[config.mk]
export PLATFORM = sky130hd
export DESIGN_NAME = ps2_player_input_flat
export DESIGN_NICKNAME = d
export VERILOG_FILES = /design/src/rtl/ps2_player_input_if.sv /design/src/rtl/ps2_player_input.sv /design/src/flat_wrapper.sv
export SDC_FILE = /design/constraint.sdc
export NUM_CORES = 1
export LEC_CHECK = 0
export BUFFER_PORTS_ARGS = -buffer_cell sky130_fd_sc_hd__buf_2
export CAP_MARGIN = 20
export CORE_MARGIN = 8
export CORE_UTILIZATION = 38
export CTS_BUF_LIST = sky130_fd_sc_hd__clkbuf_4 sky130_fd_sc_hd__clkbuf_8 sky130_fd_sc_hd__clkbuf_16
export CTS_CLUSTER_SIZE = 24
export DETAILED_ROUTE_END_ITERATION = 8
export HOLD_SLACK_MARGIN = 0.05
export PLACE_DENSITY_LB_ADDON = 0.05
export REMOVE_ABC_BUFFERS = 1
export SYNTH_ARGS = -nofsm -noshare
export SYNTH_HDL_FRONTEND = slang
export SYNTH_SLANG_ARGS = --single-unit
[constraint.sdc]
create_clock -name clock -period 1.95 [get_ports clock]
set_input_delay 0.195 -clock clock [delete_from_list [all_inputs] [get_ports clock]]
set_output_delay 0.195 -clock clock [all_outputs]
set_load 0.05 [all_outputs]
[src/rtl/ps2_player_input_if.sv]
// rtl/ps2_player_input_if.sv - PS/2 byte stream link between the receiver and ps2_player_input
//
// Purpose: carries one received scancode byte plus its one-cycle valid strobe.
// Signals:
//   ps2_byte        8  received scancode byte, meaningful only while ps2_byte_valid=1
//   ps2_byte_valid  1  one-cycle strobe, one per received byte
// Modports: master = PS/2 receiver side (drives), slave = decoder side (samples).
interface ps2_player_input_if;
  logic [7:0] ps2_byte;
  logic       ps2_byte_valid;

  modport master (output ps2_byte, output ps2_byte_valid);
  modport slave  (input  ps2_byte, input  ps2_byte_valid);
endinterface

[src/rtl/ps2_player_input.sv]
// rtl/ps2_player_input.sv - set-2 scancode decoder producing per-player movement and bomb signals
//
// Purpose: tracks E0/F0 prefixes, keeps a held bit per game key, resolves opposing
// directions and emits one-cycle bomb pulses for the bomberman datapath.
// Ports:
//   clock           in   1   system clock
//   reset           in   1   synchronous active-high reset (highest priority)
//   clear           in   1   releases all keys, FSM to IDLE, discards a same-cycle byte
//   ps2             slave    scancode byte + valid strobe
//   p1_/p2_xdir/xmov/ydir/ymov  out  movement, dir 1 = right/down
//   p1_bomb/p2_bomb out  1   one-cycle pulse on a fresh bomb-key make
//   key_state       out  10  held bits {p2_B,p2_R,p2_L,p2_D,p2_U,p1_B,p1_R,p1_L,p1_D,p1_U}
module ps2_player_input #(
  parameter int TIMEOUT_CYCLES = 2500000,
  parameter int TO_W           = 22
) (
  input  logic                clock,
  input  logic                reset,
  input  logic                clear,
  ps2_player_input_if.slave   ps2,
  output logic                p1_xdir,
  output logic                p1_xmov,
  output logic                p1_ydir,
  output logic                p1_ymov,
  output logic                p1_bomb,
  output logic                p2_xdir,
  output logic                p2_xmov,
  output logic                p2_ydir,
  output logic                p2_ymov,
  output logic                p2_bomb,
  output logic [9:0]          key_state
);

  typedef enum logic [1:0] {
    ST_IDLE    = 2'd0,
    ST_EXT     = 2'd1,
    ST_BRK     = 2'd2,
    ST_EXT_BRK = 2'd3
  } state_t;

  localparam logic [TO_W-1:0] LP_TO_LAST = TO_W'(TIMEOUT_CYCLES - 1);

  state_t          r_state;
  state_t          w_state_next;
  logic [TO_W-1:0] r_to_cnt;
  logic [TO_W-1:0] w_to_cnt_next;
  logic [9:0]      r_keys;
  logic [9:0]      w_keys_next;
  logic            w_apply;
  logic            w_is_make;
  logic            w_ext;
  logic [9:0]      w_mask;
  logic            w_p1_bomb_next;
  logic            w_p2_bomb_next;
  // Output register, bit order {p2: bomb,ymov,ydir,xmov,xdir, p1: bomb,ymov,ydir,xmov,xdir}
  logic [9:0]      r_out;
  logic [9:0]      w_out_next;

  // One-hot held-bit mask for a code; codes with the wrong extended-ness map to nothing.
  function automatic logic [9:0] key_mask(input logic [7:0] code, input logic ext);
    logic [9:0] m;
    m = '0;
    if (!ext) begin
      case (code)
        8'h1D: m[0] = 1'b1;
        8'h1B: m[1] = 1'b1;
        8'h1C: m[2] = 1'b1;
        8'h23: m[3] = 1'b1;
        8'h29: m[4] = 1'b1;
        8'h5A: m[9] = 1'b1;
        default: m = '0;
      endcase
    end else begin
      case (code)
        8'h75: m[5] = 1'b1;
        8'h72: m[6] = 1'b1;
        8'h6B: m[7] = 1'b1;
        8'h74: m[8] = 1'b1;
        default: m = '0;
      endcase
    end
    return m;
  endfunction

  // {ymov, ydir, xmov, xdir} from U, D, L, R held bits; opposing keys cancel.
  function automatic logic [3:0] move_bits(input logic u, input logic d,
                                           input logic l, input logic r);
    return {u ^ d, d & ~u, l ^ r, r & ~l};
  endfunction

  assign w_mask = key_mask(ps2.ps2_byte, w_ext);

  always_comb begin
    w_state_next   = r_state;
    w_to_cnt_next  = '0;
    w_apply        = 1'b0;
    w_is_make      = 1'b0;
    w_ext          = 1'b0;
    if (ps2.ps2_byte_valid) begin
      case (r_state)
        ST_IDLE: begin
          if (ps2.ps2_byte == 8'hE0)      w_state_next = ST_EXT;
          else if (ps2.ps2_byte == 8'hF0) w_state_next = ST_BRK;
          else begin
            w_apply   = 1'b1;
            w_is_make = 1'b1;
          end
        end
        ST_EXT: begin
          if (ps2.ps2_byte == 8'hF0)      w_state_next = ST_EXT_BRK;
          else if (ps2.ps2_byte == 8'hE0) w_state_next = ST_EXT;
          else begin
            w_apply      = 1'b1;
            w_is_make    = 1'b1;
            w_ext        = 1'b1;
            w_state_next = ST_IDLE;
          end
        end
        ST_BRK: begin
          w_apply      = 1'b1;
          w_state_next = ST_IDLE;
        end
        default: begin
          w_apply      = 1'b1;
          w_ext        = 1'b1;
          w_state_next = ST_IDLE;
        end
      endcase
    end else if (r_state != ST_IDLE) begin
      // A prefix left dangling too long is dropped without touching any key.
      if (r_to_cnt == LP_TO_LAST) begin
        w_state_next = ST_IDLE;
      end else begin
        w_to_cnt_next = r_to_cnt + TO_W'(1);
      end
    end
  end

  always_comb begin
    w_keys_next    = r_keys;
    w_p1_bomb_next = 1'b0;
    w_p2_bomb_next = 1'b0;
    if (w_apply) begin
      if (w_is_make) begin
        w_keys_next    = r_keys | w_mask;
        // Typematic repeats find the bit already held and produce no pulse.
        w_p1_bomb_next = w_mask[4] & ~r_keys[4];
        w_p2_bomb_next = w_mask[9] & ~r_keys[9];
      end else begin
        w_keys_next = r_keys & ~w_mask;
      end
    end
    // Movement is computed from the next held bits so it lands with key_state.
    w_out_next = {w_p2_bomb_next,
                  move_bits(w_keys_next[5], w_keys_next[6], w_keys_next[7], w_keys_next[8]),
                  w_p1_bomb_next,
                  move_bits(w_keys_next[0], w_keys_next[1], w_keys_next[2], w_keys_next[3])};
  end

  always_ff @(posedge clock) begin
    if (reset || clear) begin
      r_state  <= ST_IDLE;
      r_to_cnt <= '0;
      r_keys   <= '0;
      r_out    <= '0;
    end else begin
      r_state  <= w_state_next;
      r_to_cnt <= w_to_cnt_next;
      r_keys   <= w_keys_next;
      r_out    <= w_out_next;
    end
  end

  assign p1_xdir   = r_out[0];
  assign p1_xmov   = r_out[1];
  assign p1_ydir   = r_out[2];
  assign p1_ymov   = r_out[3];
  assign p1_bomb   = r_out[4];
  assign p2_xdir   = r_out[5];
  assign p2_xmov   = r_out[6];
  assign p2_ydir   = r_out[7];
  assign p2_ymov   = r_out[8];
  assign p2_bomb   = r_out[9];
  assign key_state = r_keys;

endmodule

[src/flat_wrapper.sv]
// flat-port wrapper written by rule: the top's interface ports become plain ports
module ps2_player_input_flat 
#(
  parameter int TIMEOUT_CYCLES = 2500000,
  parameter int TO_W           = 22
)
  (clock, reset, clear, p1_xdir, p1_xmov, p1_ydir, p1_ymov, p1_bomb, p2_xdir, p2_xmov, p2_ydir, p2_ymov, p2_bomb, key_state, ps2_ps2_byte, ps2_ps2_byte_valid);
  ps2_player_input_if ps2_i ();
  input  logic clock;
  input  logic reset;
  input  logic clear;
  output logic p1_xdir;
  output logic p1_xmov;
  output logic p1_ydir;
  output logic p1_ymov;
  output logic p1_bomb;
  output logic p2_xdir;
  output logic p2_xmov;
  output logic p2_ydir;
  output logic p2_ymov;
  output logic p2_bomb;
  output logic [9:0] key_state;
  input wire logic [$bits(ps2_i.ps2_byte)-1:0] ps2_ps2_byte;
  input wire logic [$bits(ps2_i.ps2_byte_valid)-1:0] ps2_ps2_byte_valid;
  assign ps2_i.ps2_byte = ps2_ps2_byte;
  assign ps2_i.ps2_byte_valid = ps2_ps2_byte_valid;
  ps2_player_input #(.TIMEOUT_CYCLES(TIMEOUT_CYCLES), .TO_W(TO_W)) u_core (.clock(clock), .reset(reset), .clear(clear), .ps2(ps2_i), .p1_xdir(p1_xdir), .p1_xmov(p1_xmov), .p1_ydir(p1_ydir), .p1_ymov(p1_ymov), .p1_bomb(p1_bomb), .p2_xdir(p2_xdir), .p2_xmov(p2_xmov), .p2_ydir(p2_ydir), .p2_ymov(p2_ymov), .p2_bomb(p2_bomb), .key_state(key_state));
endmodule
==> flow_summary.toml <==
[synth]
yosysMostFrequentCell = "dfxtp_1"
synthTopCellsByArea = "dfxtp_1 42%, nor2_1 4.1%, and2_1 3.3%"
synth_top_area_share_pct = 42.1
yosysUniqueCellTypes = 41
synth_top_cell_by_area = "dfxtp_1"
synth-seq-cells = 44
synth_common_cells = "44 x dfxtp_1, 23 x nor2_1, 15 x nand2_1, 12 x a21oi_1, 11 x and2_1"
synthCells = 225
synth_area_um2 = 2090
seq_area_frac_synth_pct = 42.1
synth_edf_count = 0
yosys_warnings = 0
synth.avg_cell_area_um2 = 9.30
synthFlopType = "dfxtp_1"
async_flop_share_pct = 0

[global_routing]
grt_pass1_vias = 1740
grt_use_total_pct = 12.1
overflow = 0
grt_pass1_wl_um = 8180
antenna_found_initial = 0
grt_max_degree = 23

[floorplanning]
die_height_um = 90.2
rows = 27
pin_count = 32
fp.coreArea_um2 = 5410
dieArea_um2 = 8140
die_w_um = 90.2
initial_utilization_pct = 38.7

[clock_tree]
cts.sinks = 44
clk_latency_ns = 0.29
cts_buffer_depth = 2
cts_root_buf = "clkbuf_8"
clkTransAtPathRegs_ns = 0.08
numCtsBuffers = 5
htree_levels = 2
tritoncts = "built"
postCtsSetupRepairBufs = 0

[setup_path]
end_kind = "flip-flop"
cp_slowest_cell = "dfxtp_1"
critPathMaxFanout = 7
slowest_delay_ns = 0.34
startpoint_type = "flip-flop"
critical_path_class = "flip-flop to flip-flop"
crit_top_cell = "buf_4"
crit_chain = "buf_4 > nand4b_1 > buf_4 > nor4_4 > mux2_4 > ha_1 > nor2_1"
cp.required_ns = 2.12
cpLargestDelayFamily = "simple AND/OR/NAND/NOR gates"
critPathBufInv = 2
worstPathArrival_ns = 1.99

[timing]
fin_skew_ns = 0.00399
fmax_mhz = 550
finalMaxSlewViolations = 0
tightest_slew_ns = 0.534
hold_viol = 0
rsz0062_at_grt = "no"
setup_viol = 0
fin_ws_ns = 0.132
period_share_pct = 93.2
slew_headroom_pct = 64.4
min_period_ns = 1.82
fin_tns_setup_ns = 0

[final_layout]
nNetsFinal = 286
drive_gt1_share_pct = 24.1
fill_cells = 549
diodes = 0
syn_to_final_growth_pct = 20.9
fin_util_pct = 46.8

[placed_design]
gp_congestion = 0.817
dp_hpwl_um = 3640
pre_cts_ws_ns = 0.0267
port_buffers = 31

[drt]
highest_layer = "met4"
via_per_inst = 5.13
via_count = 1756
drt-initial-drc-count = 55
drc = 0
met3_length_um = 212
detail-route-antenna-nets = 0
dr.pass1.iters = 4
finalWirelength_um = 4920
met1_length_um = 2230
routedWlPerCell_um = 14.4
wl_met2_um = 2450

[hold_path]
hold_path.class = "input port to flip-flop"

[power_and_ir_drop]
ir_drop_mv = 0.317
p_total_mw = 1.68
cellLeakagePower_nw = 0.916
powerDensity_nw_per_um2 = 665

[job]
cap_violations = 0

[run_status]
outcome = "finished clean"
[layout make-up]
type                            count  area, um^2  area share (%)
Clock buffer                        6        76.3            3.02
Clock inverter                      2        35.0            1.38
Multi-Input combinational cell    169        1170            46.2
Inverter                            3        11.3           0.445
Timing Repair Buffer               46         268            10.6
Sequential cell                    44         881            34.8
Tap cell                           72        90.1            3.56
[repair_timing]
item	CTS	global route
hold buffers	0	0
setup endpoints to repair	0	2
resized for setup	0	2
[metrics by stage]
stage	std cells	instance area (um^2)	hold WS, ns
final	342	2530	0.239
after global routing	342	2530	0.251
after CTS	342	2520	0.217
after detailed placement	334	2410	0.448
after global placement	334	2410	0.443
after floorplan	216	2050	0.337
[cells in the final DEF (no fill, tap or decap), types with 2 or more instances in the layout]
cell type and instances:
o31ai_1 5, nor4_1 8, nor3_1 4, o41ai_1 2, o311ai_1 2, o21ai_0 6, and3_1 2, nand4bb_1 2
or3_1 6, xnor2_1 5, nand4_1 5, nor4_4 2, a21oi_1 12, mux2i_1 4, and4_1 4, inv_1 3
nor2b_1 2, nand3_1 8, buf_4 15, xor2_1 7, dfxtp_1 44, buf_2 31, nand2b_1 5, or4_1 5
mux2_4 3, and2_1 11, nand2_1 15, nand4b_1 4, ha_1 5, clkbuf_8 5, nor2_1 23
[worst register-to-register path: cells and delay by family, from the launching register on]
family	cells	cell delay, ns
simple gates	3	0.42
flops	1	0.34
buf+inv	2	0.34
fa+ha+maj	1	0.28
mux	1	0.33
[power by group]
part	internal [mW]	total, mW	switching, mW
clock network	0.394	0.698	0.304
registers	0.898	0.898	0.000119
logic	0.0351	0.0861	0.0510
[registers in the layout (all words and copies together) (netlist names), named ones only]
register,flops
u_core.r_to_cnt,22
u_core.r_out,10
u_core.key_state,6
u_core.r_state,2
[routing by layer]
layer  vias to the layer above  track usage (%)
met1                       816             13.3
li1                        911                -
met2                        25             21.2
met5                         -                0
met4                         0             4.16
met3                         4             3.74
[logic make-up (layout without fill, tap and decap cells)]
group,after synthesis,count (layout),share of synthesized area [%]
buffers and inverters,12,57,2.63
AO/OA/AOI/OAI,32,32,10.9
flip-flops,44,44,42.1
multiplexers,7,7,4.06
adder cells (fa/ha/maj),5,5,2.99
XOR/XNOR,12,12,5.02
AND/OR/NAND/NOR,113,113,32.3
[path summary, 6_finish.rpt]
path | end | cells after the start | start | slack, ns
worst max-delay path | u_core.r_out[8] | 7 | u_core.r_state[0] | 0.13
worst min-delay path | u_core.r_state[1] | 3 | ps2_ps2_byte[4] | 0.24
worst max register to register | u_core.r_out[8] | 7 | u_core.r_state[0] | 0.13
worst min register to register | u_core.r_out[9] | 1 | flip-flop | 0.46
Note: power is estimated with default switching activity, not from simulation.
